## config.mk

```make
export PLATFORM = sky130hd
export DESIGN_NAME = mimo_dsp
export DESIGN_NICKNAME = d
export VERILOG_FILES = /design/src/rtl/mimo_dsp_pkg.sv /design/src/rtl/mimo_dsp_butterfly.sv /design/src/rtl/mimo_dsp.sv
export SDC_FILE = /design/constraint.sdc
export NUM_CORES = 1
export LEC_CHECK = 0
export CAP_MARGIN = 10
export CORE_MARGIN = 2
export CORE_UTILIZATION = 30
export DETAILED_ROUTE_END_ITERATION = 8
export DONT_BUFFER_PORTS = 1
export PLACE_DENSITY = 0.49
export SYNTH_ARGS = -nofsm -noshare
export SYNTH_HDL_FRONTEND = slang
export SYNTH_SLANG_ARGS = --single-unit
```

## constraint.sdc

```tcl
create_clock -name clk -period 12.4 [get_ports clk]
set_input_delay 2.48 -clock clk [delete_from_list [all_inputs] [get_ports clk]]
set_output_delay 2.48 -clock clk [all_outputs]
set_load 0.03 [all_outputs]
```

## src/rtl/mimo_dsp_pkg.sv

```systemverilog
// Shared sizing helpers for the MIMO Walsh-Hadamard mixing stage.
//   DEF_N / DEF_DATA_WIDTH : default lane count and lane sample width
//   log2n()        : number of butterfly stages for N lanes
//   sum_width()    : full-precision sum width (DATA_WIDTH + log2(N))
//   lane_offset()  : bit offset of a lane inside a packed lane vector
//   stage_offset() : bit offset of a stage inside the packed butterfly network
package mimo_dsp_pkg;

  localparam int unsigned DEF_N          = 4;
  localparam int unsigned DEF_DATA_WIDTH = 16;

  // Stage count of the radix-2 network.
  function automatic int unsigned log2n(input int unsigned n);
    return $clog2(n);
  endfunction

  // SUM_W: one extra bit per stage, so the final sum can never overflow.
  function automatic int unsigned sum_width(input int unsigned data_width,
                                            input int unsigned n);
    return data_width + $clog2(n);
  endfunction

  // Lane index to bit offset for a packed vector of equal-width lanes.
  function automatic int unsigned lane_offset(input int unsigned lane,
                                              input int unsigned width);
    return lane * width;
  endfunction

  // Stage s holds N lanes of (data_width + s) bits; stages are packed back to
  // back, so the offset of stage s is N * sum_{t<s} (data_width + t).
  function automatic int unsigned stage_offset(input int unsigned stage,
                                               input int unsigned data_width,
                                               input int unsigned n);
    int unsigned tri_sum;
    tri_sum = (stage * (stage - 1)) / 2;
    return n * (stage * data_width + tri_sum);
  endfunction

endpackage

```

## src/rtl/mimo_dsp_butterfly.sv

```systemverilog
// Radix-2 add/subtract butterfly, purely combinational, one bit of growth.
//   a, b : signed IN_W-bit operands
//   sum  : a + b, signed IN_W+1 bits
//   diff : a - b, signed IN_W+1 bits
module mimo_dsp_butterfly #(
  parameter int unsigned IN_W = 16
) (
  input  logic signed [IN_W-1:0] a,
  input  logic signed [IN_W-1:0] b,
  output logic signed [IN_W:0]   sum,
  output logic signed [IN_W:0]   diff
);

  // Sign-extend both operands before combining so neither result can wrap.
  assign sum  = (IN_W+1)'(a) + (IN_W+1)'(b);
  assign diff = (IN_W+1)'(a) - (IN_W+1)'(b);

endmodule

```

## src/rtl/mimo_dsp.sv

```systemverilog
// N-lane normalized Walsh-Hadamard mixing stage (Sylvester/natural ordering).
// Two register stages: input register x_q, then data_out holding the transform
// of x_q divided by N with an arithmetic (floor) shift. No handshake.
//   clk      : system clock, rising edge
//   rst      : asynchronous active-high reset, clears both registers
//   data_in  : N packed signed lanes, lane 0 in the LSBs
//   data_out : N packed signed transformed lanes, same packing
module mimo_dsp
  import mimo_dsp_pkg::*;
#(
  parameter int unsigned N          = DEF_N,
  parameter int unsigned DATA_WIDTH = DEF_DATA_WIDTH
) (
  input  logic                    clk,
  input  logic                    rst,
  input  logic [N*DATA_WIDTH-1:0] data_in,
  output logic [N*DATA_WIDTH-1:0] data_out
);

  localparam int unsigned LOG2N    = log2n(N);
  localparam int unsigned SUM_W    = sum_width(DATA_WIDTH, N);
  localparam int unsigned VEC_W    = N * DATA_WIDTH;
  localparam int unsigned LAST_OFF = stage_offset(LOG2N, DATA_WIDTH, N);
  localparam int unsigned NET_W    = stage_offset(LOG2N + 1, DATA_WIDTH, N);

  logic [VEC_W-1:0] x_q;
  logic [NET_W-1:0] net;   // all stages of the butterfly network, packed
  logic [VEC_W-1:0] y_c;   // normalized transform of x_q

  // Stage 0 of the network is the registered input vector.
  assign net[VEC_W-1:0] = x_q;

  // Butterfly network: stage s pairs lanes j and j + 2^s (bit s of j clear).
  // Writing the sum back to lane j and the difference to lane j + 2^s yields
  // the natural-order Hadamard matrix, sign = (-1)^popcount(k & i).
  for (genvar s = 0; s < LOG2N; s++) begin : g_stage
    localparam int unsigned H       = 1 << s;
    localparam int unsigned IN_W    = DATA_WIDTH + s;
    localparam int unsigned IN_OFF  = stage_offset(s, DATA_WIDTH, N);
    localparam int unsigned OUT_OFF = stage_offset(s + 1, DATA_WIDTH, N);

    for (genvar p = 0; p < N / 2; p++) begin : g_bfly
      localparam int unsigned J = (p / H) * 2 * H + (p % H);
      localparam int unsigned K = J + H;

      mimo_dsp_butterfly #(
        .IN_W (IN_W)
      ) u_bfly (
        .a    (net[IN_OFF  + lane_offset(J, IN_W)     +: IN_W]),
        .b    (net[IN_OFF  + lane_offset(K, IN_W)     +: IN_W]),
        .sum  (net[OUT_OFF + lane_offset(J, IN_W + 1) +: IN_W + 1]),
        .diff (net[OUT_OFF + lane_offset(K, IN_W + 1) +: IN_W + 1])
      );
    end
  end

  // Divide by N with floor rounding; the quotient always fits DATA_WIDTH bits.
  for (genvar k = 0; k < N; k++) begin : g_norm
    assign y_c[lane_offset(k, DATA_WIDTH) +: DATA_WIDTH] =
      DATA_WIDTH'($signed(net[LAST_OFF + lane_offset(k, SUM_W) +: SUM_W]) >>> LOG2N);
  end

  // Input and output registers.
  always_ff @(posedge clk or posedge rst) begin
    if (rst) begin
      x_q      <= '0;
      data_out <= '0;
    end else begin
      x_q      <= data_in;
      data_out <= y_c;
    end
  end

endmodule

```

==> results.md, run 1 <==
- Cells after synthesis: slightly below 1k
- Number of global-route vias before repair: between 6k and 7k
- Least-Margin Pin Slew: approximately 0.8 ns
- Setup CP Type: register to register
- Initial antenna violation count: 2
- CTS max path bufs: 2
- Hold Worst Slack: between 0.8 and 0.9 ns
- Worst Path Max Fanout: 9
- PortBufs: 0
- Tcrit/Tclk final: around 34%
- WHS Path Cells: 4
- Power Dens Cells: 202.6 nW/um^2
- Final Core Density: between 30 and 40%
- Setup TNS: 0 ns
- GR peak layer: met2
- Die span in x: roughly 180 um
- Insertion delay to the later sink of the worst-skew pair: ~0.42 ns
- Worst Hold Endpoint: data_out[16]
- Asr flop ratio synth: 100.0%
- CP Cell Sequence: ha_1 > fa_1 > nor2b_1 > o21ai_1 > a21boi_1 > o41a_1 > o21a_1 > mux2i_1 > nand2_1 > ha_1 > nand2b_1 > a21oi_1 > nor3_1 > nor2_1 > a211o_1 > a21oi_1 > o211ai_1
- Post-CTS setup buffer count: 0
- Max Freq: ~240 MHz
- Yosys reg bits: about 130
- Syn_nets: 1172
- Placed cells: 1327
- R2R cell count: 17
- Max Cap Viol: 0
- Static leakage: about 0.0047 uW
- Clock sink count: roughly 130
- GP Congestion: a little under 0.9
- Global-route wire length before repair: roughly 35000 um
- Arrival @ worst endpoint: ~4.5 ns
- Post-synth top area cell: dfrtp_1
- Status: completed
- Post-synth top flop: dfrtp_1
- Final Max Slew Viols: 0
- Crit. End Element: register
- Num rows: 63
- DR WL/cell: 16.61 um
- Met3 Track Usage GR: between 3 and 4%
- Global Route Usage Sum: 14.46%
- Startpoint types: register
- CTS buffer count: 17
- Post-Layout Cell Count: 1357
- Worst reg2reg path endpoint: data_out[62]
- Total gr overflow: 0
- Max stage delay cell, worst path: ha_1
- HP Class: register to register
- Synth area leaders: dfrtp_1, ha_1, xnor2_1, inv_1, nor2_1
- Setup Viol. Count Final: 0
- ANT nets after route: 0
- DP HPWL: 18510 um
- Io pins: between 100 and 150
- Die area: between 30000 and 40000 um^2
- CORE AREA: ~30000 um^2
- Root cell of the clock tree: clkbuf_16
- Sequential share of the synthesized area: 34.97%
- Post-synth top area share: 34.97%
- Met2 Use GR: a little over a fifth
- Yosys cell types: 80
- Hold-fix buffers at CTS: 0
- Clock Skew: 0.009491 ns
- Peak VDD IR: approximately 0.092 mV
- Clock transition at path regs: approximately 0.05 ns
- DR pass1 iterations: 5
- Worst Path Required: approximately 13 ns
- Critical Path Start: x_q[16]
- Syn_area_per_cell: 9.403 um^2
- Worst path max stage delay: a little under 0.5 ns
- Vias: 6457
- Largest net degree at the start of global routing: 66
- Drc violations: 0
- Nets: around 1.2k
- Synthesized cell area: a little over 9000 um^2
- P&R area growth vs syn: 9.358%
- Reg2reg setup slack: between 8 and 9 ns
- Max H-tree Level: 4
- Power, Total: a little over 2000 uW
- Die H: between 150 and 200 um
- TritonCTS clock tree: yes
- Ys Warns: 0
- Resized Gates After CTS: 0
- Aggregate routed wire length: about 23000 um
- Hold Violations, Final: 0
- Commonest cells in the netlist: dfrtp_1, ha_1, inv_1, nor2_1, xnor2_1
- Worst hold path startpoint: x_q[16]
- GR Util met1: approximately a fifth
- DR iter-0 viols: 389
- RSZ-0062 raised after global routing: no
- Post-synth EDFFs: 0
- Layout cells sized above 1: approximately 6%
- Initial Util: a little under a third
- Worst R2R Start: x_q[16]
- Min Tclk post-route: between 4 and 5 ns
- Relative slew slack: between 40% and 50%
- Vias/cell: about 4.8
-- area by class of cell --
cell class	count	area, um^2
Inverter	107	404.1
Clock inverter	8	67.56
Tap cell	390	488.0
Clock buffer	20	456.7
Sequential cell	128	3203
Fill cell	3020	19860
Timing Repair Buffer	1	7.507
Multi-Input combinational cell	701	5384
Antenna cell	2	5.005
-- flip-flops by register name, indices dropped and copies added, names as in the netlist --
register / count
data_out: 64
x_q: 64
-- per-stage QoR --
stage	area (um^2)	worst slack (ns)
after floorplan	9159	6.507
after global placement	9487	8.198
after detailed placement	9487	8.219
after CTS	10010	8.156
after global routing	10020	7.883
final	10020	8.157
-- how the worst max path moves through the flow --
stage,endpoint,cells after the start,slack [ns]
finish,data_out[62],17,8.16
global route,data_out[62],17,7.88
CTS,data_out[62],17,8.16
detailed placement,data_out[62],17,8.22
global placement,data_out[62],17,8.20
floorplan,data_out[0],1,6.51
-- report_power, final --
| part | internal, uW | total, uW | switching (uW) |
|---|---|---|---|
| Clock | 279 | 454 | 176 |
| Combinational | 304 | 751 | 447 |
| Sequential | 540 | 824 | 284 |
| Total | 1120 | 2030 | 906 |
-- layer usage --
metal  up-vias  routed length (um)
li1       3276                   -
met1      3029               11350
met2       134                9724
met3        18                1145
met4         0                 323
met5         -                   0
-- layout by cell type (no fill, tap or decap), types with 4 or more instances in the layout --
master	netlist	routed
a221oi_1	4	4
o21ai_1	10	10
nor3b_1	5	5
o21a_1	11	11
nor2_1	84	84
clkinv_2	0	6
inv_1	106	105
a21o_1	19	19
or2_2	6	6
clkbuf_16	0	17
a211o_1	5	5
nand3_1	10	10
o211a_1	4	4
and3_1	8	8
fa_1	4	4
xor2_1	33	33
nor4_1	7	7
o21bai_1	12	12
nand2b_1	13	13
a31oi_1	8	8
o21ai_0	32	32
o31a_1	4	4
nor3_1	24	24
a21oi_1	61	61
o31ai_1	5	5
ha_1	128	128
nor2b_1	19	19
nand2_1	34	34
a211oi_1	5	5
o211ai_1	6	6
xnor2_1	69	69
or3_1	13	13
dfrtp_1	128	128
-- critical path: cells and delay by family (launching register included) --
kind	cells	cell delay, ns
AOI/OAI and AO/OA	8	1.66
adders and majority gates	3	1.13
DFF	1	0.38
muxes	1	0.19
and+or+nand+nor	5	0.73
-- logic make-up after synthesis --
kind of cell | count (synthesis) | synth area share [%]
mux | 1 | 0.1093
simple gates | 236 | 12.92
buf+inv | 145 | 6.243
compound gates | 230 | 17.64
xor+xnor | 102 | 9.754
flops | 128 | 34.97
fa+ha+maj | 132 | 18.36
Note: power is estimated with default switching activity, not from simulation.
==> run 2, diff against run 1 <==
- PLACE_DENSITY: 0.49 -> 0.5
- clock period: 12.4 -> 3.5 ns (I/O delays scaled with it)
==> results.md, run 2 (synthesis results as in run 1) <==
- HP Class: input pin to register
- DR iter-0 viols: 365 (-6.2%)
- DR pass1 iterations: 7 (+2)
- Relative slew slack: 53.73% (+6.3 points)
- DP HPWL: 19810 um (+7.1%)
- M1 wire length: 12330 um (+8.6%)
- Regs by FF count: data_out (64), x_q (64)
- DR WL/cell: 15.97 um (-3.8%)
- Drc violations: 0 (unchanged)
- Failing checks: negative setup slack
- Commonest non-fill, non-tap cells in the layout: buf_4, dfrtp_1, ha_1, inv_1, nor2_1
- Setup CP Type: register to register
- PortBufs: 0 (unchanged)
- CORE AREA: 29870 um^2 (unchanged)
- Vias: 7318 (+13%)
- DR top layer: met4
- Number of global-route vias before repair: 7437 (+15%)
- Arrival @ worst endpoint: 4.06 ns (-0.47 ns)
- TritonCTS clock tree: yes
- Fillers: 2817 (-6.7%)
- Num rows: 63 (unchanged)
- CTS max path bufs: 2 (unchanged)
- Clk pwr share: 20.1% (-2.3 points)
- Layout cells sized above 1: 37.18% (+31 points)
- Startpoint types: register
- Seq pwr share: 32.3% (-8.3 points)
- Worst Path Max Fanout: 4 (-5)
- Hold Violations, Final: 0 (unchanged)
- Clock sink count: 128 (unchanged)
- Final Max Slew Viols: 0 (unchanged)
- Internal power: 5160 uW (+360%)
- Worst setup margin: -0.2120 ns (-8.369 ns)
- Static leakage: 0.005991 uW (+29%)
- Pre-CTS WS: -0.4275 ns (-8.646 ns)
- DR WL met3: 978 um (-15%)
- Max Cap Viol: 0 (unchanged)
- Global-route wire length before repair: 39220 um (+12%)
- Root cell of the clock tree: clkbuf_16
- Die area: 31940 um^2 (unchanged)
- Setup Viol. Count Final: 15 (+15)
- Global Route Usage Sum: 16.10% (+1.6 points)
- Clock Skew: 0.009352 ns (-0.0001389 ns)
- Hold-fix buffers at CTS: 0 (unchanged)
- Least-Margin Pin Slew: 0.6940 ns (-0.09482 ns)
- Total gr overflow: 0 (unchanged)
- Largest net degree at the start of global routing: 129 (+95%)
- Crit. End Element: register
- CTS buffer count: 17 (unchanged)
- Die H: 178.7 um (unchanged)
- Combinational share of power: 47.5% (+10 points)
- Initial Util: 30.66% (unchanged)
- Initial antenna violation count: 0 (-2)
- Power Dens Cells: 692.4 nW/um^2 (+240%)
- Aggregate routed wire length: 25190 um (+12%)
- Clock transition at path regs: 0.06 ns (about the same)
- RSZ-0062 raised after global routing: yes
- Max H-tree Level: 4 (unchanged)
- Die span in x: 178.7 um (unchanged)
- Status: finished, violations left
- Worst Path Required: 3.85 ns (-8.84 ns)
- Net Sw Frac: 42.45% (-2.2 points)
- Power, Total: 8966 uW (+340%)
- Tcrit/Tclk final: 106.1% (+72 points)
- Commonest non-fill, non-tap cell in the layout: buf_4
- Io pins: 130 (unchanged)
- ANT nets after route: 0 (unchanged)
- DR WL met2: 11550 um (+19%)
- Insertion delay to the later sink of the worst-skew pair: 0.43 ns (about the same)
- Switching power: 3806 uW (+320%)
- P&R area growth vs syn: 41.39%
- Nets: 1371 (+19%)
- Max Freq: 269.4 MHz (+14%)
- Min Tclk post-route: 3.712 ns (-0.5309 ns)
- Vias/cell: 4.640 (-2.5%)
- GP Congestion: 0.8311 (-5.1%)
- Peak VDD IR: 0.3247 mV (+250%)
-- run 2: stage by stage --
step	instances	area (um^2)	hold slack, ns	setup TNS, ns	util [%]
2_1_floorplan	974	9236	0.7314	-0.1596	-
3_3_place_gp	1509	10920	0.7315	-5.743	36.56
3_5_place_dp	1509	10920	0.7315	-7.204	36.56
4_1_cts	1568	12320	0.2684	-1.799	41.24
5_1_grt	1576	12950	0.2613	-5.131	43.34
6_report	1577	12950	0.2918	-1.496	43.35
-- run 2: final cells by class --
type | instances | area (um^2) | area share [%]
sequential | 128 | 3204 | 24.74
antenna | 1 | 2.502 | 0.01932
inverter | 107 | 407.9 | 3.150
tap | 390 | 488.0 | 3.768
multi-input combinational | 701 | 6509 | 50.26
timing repair buffer | 218 | 1739 | 13.43
clock buffer | 20 | 466.7 | 3.604
clock inverter | 12 | 132.6 | 1.024
-- run 2: timing repair --
action                     in CTS  in global routing
setup buffers                  30                 11
resized for setup             116                102
pin swaps                      65                 68
setup endpoints to repair      31                 33
-- run 2: critical path, cell delays in order (launching register included) --
cell	delay (ns)
dfrtp_1	0.40
inv_1	0.07
ha_2	0.18
fa_2	0.21
nor2b_2	0.05
o21ai_2	0.15
a21boi_2	0.09
o41a_1	0.43
o21a_1	0.23
mux2i_1	0.14
nand2_1	0.12
ha_4	0.31
nand2b_4	0.12
a21oi_2	0.06
nor3_2	0.22
nor2_1	0.07
a211o_2	0.40
a31o_4	0.25
o21ai_2	0.12
-- run 2: worst paths after layout --
| path | end | slack [ns] | cells past startpoint | from |
|---|---|---|---|---|
| setup reg to reg | data_out[63] | -0.21 | 18 | x_q[0] |
| hold / removal | x_q[9] | 0.29 | 0 | data_in[9] |
| setup / recovery | data_out[63] | -0.21 | 18 | x_q[0] |
| max in group asynchronous | data_out[62] | 2.65 | 2 | rst |
| min in group asynchronous | data_out[32] | 0.32 | 2 | rst |
| hold reg to reg | data_out[16] | 0.90 | 4 | x_q[16] |
-- run 2: metal layers --
layer	global-route usage (%)	vias to the layer above
met3	3.265	21
met4	4.539	0
li1	-	3692
met1	22.54	3477
met5	0	-
met2	25.14	128
-- run 2: power groups by stage --
stage	logic (uW)	registers [uW]	clock network, uW
2_1_floorplan	2150	2840	0
3_3_place_gp	3380	2950	0
3_5_place_dp	3420	2950	0
4_1_cts	3860	2920	1860
5_1_grt	4660	2950	1940
6_report	4260	2900	1800
==> run 3, diff against run 2 <==
- CORE_ASPECT_RATIO: unset -> 1.25
==> results.md, run 3 (synthesis results as in run 1) <==
- CTS buffer count: 17 (unchanged)
- Max H-tree Level: 4 (unchanged)
- WHS Path Cells: 0 (unchanged)
- Seq pwr share: 32.5% (+0.2 points)
- Global-route wire length before repair: 38650 um (-1.4%)
- Arrival @ worst endpoint: 4.09 ns (+0.03 ns)
- Max Cap Viol: 0 (unchanged)
- P&R area growth vs syn: 40.12%
- Drc violations: 0 (unchanged)
- Root cell of the clock tree: clkbuf_16
- Layout cells sized above 1: 36.11% (-1.1 points)
- Failing checks: negative setup slack
- CTS max path bufs: 2 (unchanged)
- DR pass1 iterations: 4 (-3)
- Crit. End Element: register
- Max stage delay cell, worst path: or4_4
- Least-Margin Pin Slew: 0.9008 ns (+0.2068 ns)
- DR iter-0 viols: 267 (-27%)
- ANT nets after route: 0 (unchanged)
- Commonest non-fill, non-tap cell in the layout: buf_4
- Stages on the worst setup path: 16 (-2)
- Vias/cell: 4.599 (-0.89%)
- Power Dens Cells: 696.1 nW/um^2 (+0.54%)
- Hold Worst Slack: 0.2723 ns (-0.01944 ns)
- GP Congestion: 0.8338 (+0.32%)
- Setup TNS: -1.398 ns (+0.09785 ns)
- Clk pwr share: 20.4% (+0.3 points)
- Initial antenna violation count: 1 (+1)
- Combinational share of power: 47.1% (-0.4 points)
- Relative slew slack: 39.95% (-14 points)
- Largest net degree at the start of global routing: 72 (-44%)
- HP Class: input pin to register
- Aggregate routed wire length: 24730 um (-1.8%)
- Fillers: 2929 (+4.0%)
- Worst path max stage delay: 0.42 ns (about the same)
- Status: finished, violations left
- Worst Path Max Fanout: 3 (-1)
- Initial Util: 30.41% (-0.24 points)
- PortBufs: 0 (unchanged)
- Peak VDD IR: 0.3212 mV (-1.1%)
- Die span in x: 160.3 um (-10%)
- RSZ-0062 raised after global routing: yes
- Design area: 12830 um^2 (-0.90%)
- Setup CP Type: register to register
- Switching power: 3748 uW (-1.5%)
- Global Route Usage Sum: 15.69% (-0.41 points)
- CORE AREA: 30120 um^2 (+0.80%)
- Total gr overflow: 0 (unchanged)
- Tcrit/Tclk final: 106.7% (+0.63 points)
- Net Sw Frac: 41.95% (-0.50 points)
- Worst setup margin: -0.2340 ns (-0.02194 ns)
- Die H: 199.4 um (+12%)
- Clock Skew: 0.01034 ns (+0.0009907 ns)
- Num rows: 71 (+13%)
- Io pins: 130 (unchanged)
- Hold Violations, Final: 0 (unchanged)
- Placed cell area: 10920 um^2 (about the same)
- Clock sink count: 128 (unchanged)
- Largest delay share family, worst path: compound AO/OA/AOI/OAI gates
- Static leakage: 0.005948 uW (-0.72%)
- R2R cell count: 16 (-2)
- Die area: 31950 um^2 (about the same)
- Max Freq: 267.8 MHz (-0.59%)
- Clock transition at path regs: 0.06 ns (about the same)
- DR WL/cell: 15.55 um (-2.6%)
- Worst Path Buf+Inv: 1 (unchanged)
- Nets: 1373 (+0.15%)
- Setup Viol. Count Final: 15 (unchanged)
- Internal power: 5186 uW (+0.50%)
- Vias: 7313 (-0.068%)
- Final Max Slew Viols: 0 (unchanged)
- Insertion delay to the later sink of the worst-skew pair: 0.45 ns (+0.02 ns)
- DP HPWL: 19450 um (-1.9%)
- Startpoint types: register
- CP Cell Sequence: ha_2 > inv_2 > fa_2 > o21ba_4 > o21ai_4 > a21oi_4 > a211oi_2 > nor2_2 > xnor2_2 > ha_1 > or3_4 > or4_4 > a21oi_2 > o21ai_2 > a211o_1 > o311ai_2
- Regs by FF count: data_out (64), x_q (64)
- Number of global-route vias before repair: 7643 (+2.8%)
- TritonCTS clock tree: yes
- Min Tclk post-route: 3.734 ns (+0.02194 ns)
- Worst Path Required: 3.86 ns (about the same)
- Commonest non-fill, non-tap cells in the layout: buf_4, dfrtp_1, ha_1, inv_1, nor2_1
[run 3: routing by layer]
| metal | track usage (%) | wire length [um] | vias to the layer above |
|---|---|---|---|
| met1 | 18.35 | 10850 | 3433 |
| li1 | - | - | 3707 |
| met4 | 6.807 | 651 | 0 |
| met5 | 0 | 0 | - |
| met2 | 26.97 | 12200 | 135 |
| met3 | 4.442 | 1028 | 38 |
[run 3: cell type report]
class / count / area, um^2 / area share, %
sequential: 128 / 3204 / 24.97
clock inverter: 9 / 132.6 / 1.033
tap: 401 / 501.7 / 3.910
multi-input combinational: 701 / 6415 / 49.99
clock buffer: 23 / 467.9 / 3.646
inverter: 107 / 405.4 / 3.159
antenna: 1 / 2.502 / 0.01950
timing repair buffer: 220 / 1704 / 13.28
[run 3: through the flow]
step	util, %	total power, uW	cells	setup slack [ns]
5_1_grt	42.61	9531	1590	-0.4041
4_1_cts	40.30	8550	1575	-0.2469
3_5_place_dp	36.27	6347	1520	-0.4539
3_3_place_gp	36.27	6316	1520	-0.3827
6_report	42.61	8934	1590	-0.2340
2_1_floorplan	-	4990	974	-0.1095
[run 3: what timing repair did]
action                     4_1_cts  5_1_grt
setup endpoints to repair       33       36
gates resized for setup         92      105
pin swaps                       55       70
buffers inserted                24       16
hold buffers                     0        0
[run 3: final timing paths]
check / start / endpoint / slack [ns]
setup / recovery: x_q[32] / data_out[46] / -0.23
hold / removal: data_in[56] / x_q[56] / 0.27
setup reg to reg: x_q[32] / data_out[46] / -0.23
hold reg to reg: x_q[16] / data_out[16] / 0.90
max in group asynchronous: rst / x_q[50] / 2.47
min in group asynchronous: rst / data_out[14] / 0.35
[run 3: power groups by stage]
| stage | clock network [uW] | registers (uW) | logic, uW |
|---|---|---|---|
| after floorplan | 0 | 2840 | 2150 |
| after global placement | 0 | 2950 | 3360 |
| after detailed placement | 0 | 2960 | 3390 |
| after CTS | 1870 | 2930 | 3750 |
| after global routing | 1940 | 2960 | 4630 |
| final | 1820 | 2910 | 4210 |
==> edit 1 (settings of run 3) <==
`DEF_N`: 4 -> 8.
--- a/src/rtl/mimo_dsp_pkg.sv
+++ b/src/rtl/mimo_dsp_pkg.sv
@@ -6,7 +6,7 @@
 //   stage_offset() : bit offset of a stage inside the packed butterfly network
 package mimo_dsp_pkg;
 
-  localparam int unsigned DEF_N          = 4;
+  localparam int unsigned DEF_N          = 8;
   localparam int unsigned DEF_DATA_WIDTH = 16;
 
   // Stage count of the radix-2 network.
Ports: changed (resized data_in and data_out); port bits go from 130 to 258. The function was not compared with the original's and may differ.
==> edit 1 against run 3 <==
Routed wire length increased to 3.6 times the old value; cell count increased to 3.3 times the old value; fmax decreased by 28%; sequential cell count increased by 128; area after synthesis increased to 2.8 times the old value; critical endpoint is now data_out[110]; the run still ends with setup timing left; non-clock buffer count increased by 968; worst setup slack got worse by 1.5 ns; critical path depth increased by 9; design area increased to 3.2 times the old value; die area increased to 2.7 times the old value.
Power is left out: the tool's default activity adds up to more than one toggle a clock period on the data nets, which glitch-free logic cannot reach.
==> edit 1: results <==
[run_status]
outcome = "complete, but fails checks"
violations = "setup timing"

[grt]
antenna_found_initial = 13
grt_max_degree = 87

[cells_and_area]
nonClkBufAreaFrac_pct = 22.79
clock_area_share_pct = 2.509
nNetsFinal = 4606
nClkBuffers = 37
n_all_inverters = 328
reg.largest.list = "data_out x128, x_q x128"

[synthesis]
synth_common_cells = "ha_1, inv_1, dfrtp_1"
synth_area_leaders = "dfrtp_1, ha_1, xnor2_1"
yosysSeqAreaShare_pct = 25.31

[cts]
holdBufCountCts = 1
clkTransAtPathRegs_ns = 0.08
ctsResizeCount = 421
postCtsSetupBuffers = 71
cts_max_level = 1

[sta]
setup_tns_ns = -127.30
setup_ws_ns = -1.701
setup_viol = 120

[route]
vias_per_cell = 4.754
dr_wl_met2_um = 44860
drt_pass1_iterations = 7
route.layer.met1.wl_um = 36710

[critical_path]
crit_slowest_cell = "dfrtp_1"

[place]
finalWeightedCongestion = 0.9179
==> edit 1: cell types whose count changed after synthesis, sizes merged, moves of 67 or more <==
cell / run 3 / this run
inv: 107 / 325
ha: 128 / 400
dfrtp: 128 / 256
nand2: 34 / 101
a21oi: 64 / 248
xnor2: 69 / 242
nor2: 84 / 251
o21ai: 43 / 124
nor3: 24 / 95
==> edit 1: final timing paths <==
kind,startpoint,to,slack [ns]
min in group asynchronous,rst,data_out[111],0.62
min reg2reg,x_q[80],data_out[48],1.39
max,x_q[48],data_out[110],-1.70
max reg2reg,x_q[48],data_out[110],-1.70
min,data_in[64],x_q[64],0.11
max in group asynchronous,rst,data_out[83],1.84
==> edit 1: cell families (layout without fill, tap and decap cells) <==
logic type,Yosys count,after routing
buffers and inverters,444,1570
adder cells (fa/ha/maj),416,416
AO/OA/AOI/OAI,777,777
multiplexers,7,7
AND/OR/NAND/NOR,729,729
flip-flops,256,256
XOR/XNOR,327,327
other,0,3
==> edit 1: layer usage <==
metal | up-vias | GRT usage (%)
met5 | - | 0
met4 | 12 | 6.608
met3 | 130 | 3.219
met2 | 406 | 36.33
met1 | 11690 | 23.58
li1 | 12360 | -
==> edit 1: stage by stage <==
step / cell area (um^2) / hold WS, ns / instances / util, % / worst slack [ns]
3_3_place_gp: 34870 / 0.6578 / 5006 / 41.52 / -1.866
6_report: 40500 / 0.1061 / 5174 / 48.22 / -1.701
3_5_place_dp: 34870 / 0.6522 / 5006 / 41.52 / -1.955
2_1_floorplan: 26050 / 0.7314 / 2956 / - / -1.495
5_1_grt: 40490 / 0.06845 / 5172 / 48.22 / -1.902
4_1_cts: 38790 / 0.05343 / 5128 / 46.19 / -1.633
==> edit 2 (settings of run 3) <==
Made on the original files. Put one more register stage on the output `data_out`, without a reset. The value now appears one clock later.
--- a/src/rtl/mimo_dsp.sv
+++ b/src/rtl/mimo_dsp.sv
@@ -22,6 +22,8 @@
   localparam int unsigned VEC_W    = N * DATA_WIDTH;
   localparam int unsigned LAST_OFF = stage_offset(LOG2N, DATA_WIDTH, N);
   localparam int unsigned NET_W    = stage_offset(LOG2N + 1, DATA_WIDTH, N);
+
+  logic [N*DATA_WIDTH-1:0] data_s0;
 
   logic [VEC_W-1:0] x_q;
   logic [NET_W-1:0] net;   // all stages of the butterfly network, packed
@@ -64,11 +66,15 @@
   always_ff @(posedge clk or posedge rst) begin
     if (rst) begin
       x_q      <= '0;
-      data_out <= '0;
+      data_s0 <= '0;
     end else begin
       x_q      <= data_in;
-      data_out <= y_c;
+      data_s0 <= y_c;
     end
+  end
+
+  always_ff @(posedge clk) begin
+    data_out <= data_s0;
   end
 
 endmodule
Check against the original RTL: not equivalent (a bounded check fails within 4 cycles, from zero or initial values and one cycle with rst high).
==> edit 2 against run 3 <==
The run still ends with setup timing left; sequential cell count increased by 64; design area increased by 7.6%; total power increased by 13%; worst setup slack improved by 0.0012 ns; routed wire length increased by 3.4%; area after synthesis increased by 14%; sequential power increased by 41%.
==> edit 2: results <==
[run_status]
outcome = "complete, but fails checks"
violations = "setup timing"

[cts]
cts_buffers = 17
cts_max_level = 4
root_buffer = "clkbuf_16"
worstSkewPairLatency_ns = 0.46
clkTransAtPathRegs_ns = 0.08
clockBufferDepth = 2

[grt]
grt.overflow.total = 0
grtUsageMet2_pct = 24.46
antenna_found_initial = 1
grtUsageMet1_pct = 17.66
grt_max_degree = 129
grt_use_met3_pct = 3.183
grt_pass1_vias = 7678
grt_use_total_pct = 14.32
grt_pass1_wl_um = 39630

[route]
drt_pass1_iterations = 4
drt_iter0_drc = 266
wirelength_um = 25580
vias_per_cell = 4.476

[place]
placed_cells = 1626
dp_slack_ns = -0.3838
finalWeightedCongestion = 0.8054
detailed_place_hpwl_um = 19980
port_buffers = 0

[cells_and_area]
stdcell_count = 1692
antenna_cells = 0
nNetsFinal = 1409
drive_gt1_share_pct = 31.13
reg.largest.list = "data_out x64, data_s0 x64, x_q x64"

[power]
peakVddDrop_mv = 0.2623
leakage_nw = 6.326

[sta]
setup_ws_ns = -0.2328
skew_ns = 0.01529
setup_viol = 15
relSlewSlack_pct = 53.06

[synthesis]
synth_area_per_cell_um2 = 10.06
syn_nets = 1236
synthArstFlopShare_pct = 66.67
synthDistinctLibCells = 81
yosys_warnings = 0
yosysSeqAreaShare_pct = 42.95
synth_common_cells = "dfrtp_1, ha_1, inv_1"
synth_area_leaders = "dfrtp_1, ha_1, dfxtp_1"
synth_top_cell_by_area = "dfrtp_1"

[critical_path]
crit_slowest_cell = "dfrtp_1"
path_max_fanout = 4
critical_path.top_delay_family = "simple AND/OR/NAND/NOR gates"
crit_arrival_ns = 4.08
max_stage_delay_ns = 0.46

[worst_hold_path]
min_path_type = "in2reg"
-- edit 2: cell count changes after synthesis --
cell / before / now
dfxtp_1: 0 / 64
-- edit 2: repair_timing --
action,in CTS,in global routing
resized for setup,81,85
pin swaps,35,72
endpoints found under the setup margin,35,35
buffers inserted,18,17
-- edit 2: worst register-to-register path, stage by stage, from the launching register on --
cell	delay, ns
dfrtp_1	0.46
ha_4	0.31
nor2b_2	0.04
o211ai_1	0.28
nand3_1	0.19
and4_4	0.22
nor3b_2	0.17
xor2_1	0.23
ha_1	0.28
or3_4	0.41
or4_4	0.43
a21oi_2	0.14
o21ai_2	0.10
a211o_1	0.27
o311ai_1	0.09
-- edit 2: area by class of cell --
cell class,count,area (um^2)
fill,3369,20620
sequential,192,4484
clock inverter,14,142.6
tap,468,585.6
inverter,107,405.4
clock buffer,18,429.2
multi-input combinational,701,6257
timing repair buffer,192,1499
-- edit 2: path summary, 6_finish.rpt --
check                       startpoint           end  cells past startpoint
setup reg to reg                x_q[1]   data_s0[46]                     14
max in group asynchronous          rst   data_s0[44]                      2
hold / removal             data_in[30]       x_q[30]                      0
hold reg to reg            data_s0[60]  data_out[60]                      0
setup / recovery                x_q[1]   data_s0[46]                     14
min in group asynchronous          rst   data_s0[16]                      2
-- edit 2: stage by stage --
stage               utilization (%)  hold slack (ns)  instance area [um^2]  TNS (ns)  power (mW)
floorplan                         -           0.3242                 10520   -0.1596       6.180
global placement              35.19           0.3277                 12110    -5.805       7.508
detailed placement            35.19           0.3269                 12110    -7.293       7.547
CTS                           38.49           0.2292                 13250    -2.892       9.818
global route                  40.10           0.2352                 13800    -6.111       10.73
finish                        40.10           0.2614                 13800    -1.827       10.08
-- edit 2: kinds of logic after synthesis --
group | share of synthesized area [%]
multiplexers | 0.09588
AO/OA/AOI/OAI | 15.47
flip-flops | 42.95
XOR/XNOR | 8.557
buffers and inverters | 5.477
AND/OR/NAND/NOR | 11.34
adder cells (fa/ha/maj) | 16.11
-- edit 2: per-layer routing --
layer | vias to the layer above | wire length [um]
met5 | - | 13
met4 | 2 | 484
met3 | 30 | 1012
met2 | 118 | 12530
met1 | 3578 | 11540
li1 | 3845 | -
-- edit 2: power by group --
| part | internal (mW) | total (mW) | switching, mW |
|---|---|---|---|
| Combinational | 2.04 | 4.09 | 2.04 |
| Sequential | 3.04 | 4.11 | 1.07 |
| Clock | 0.946 | 1.89 | 0.943 |
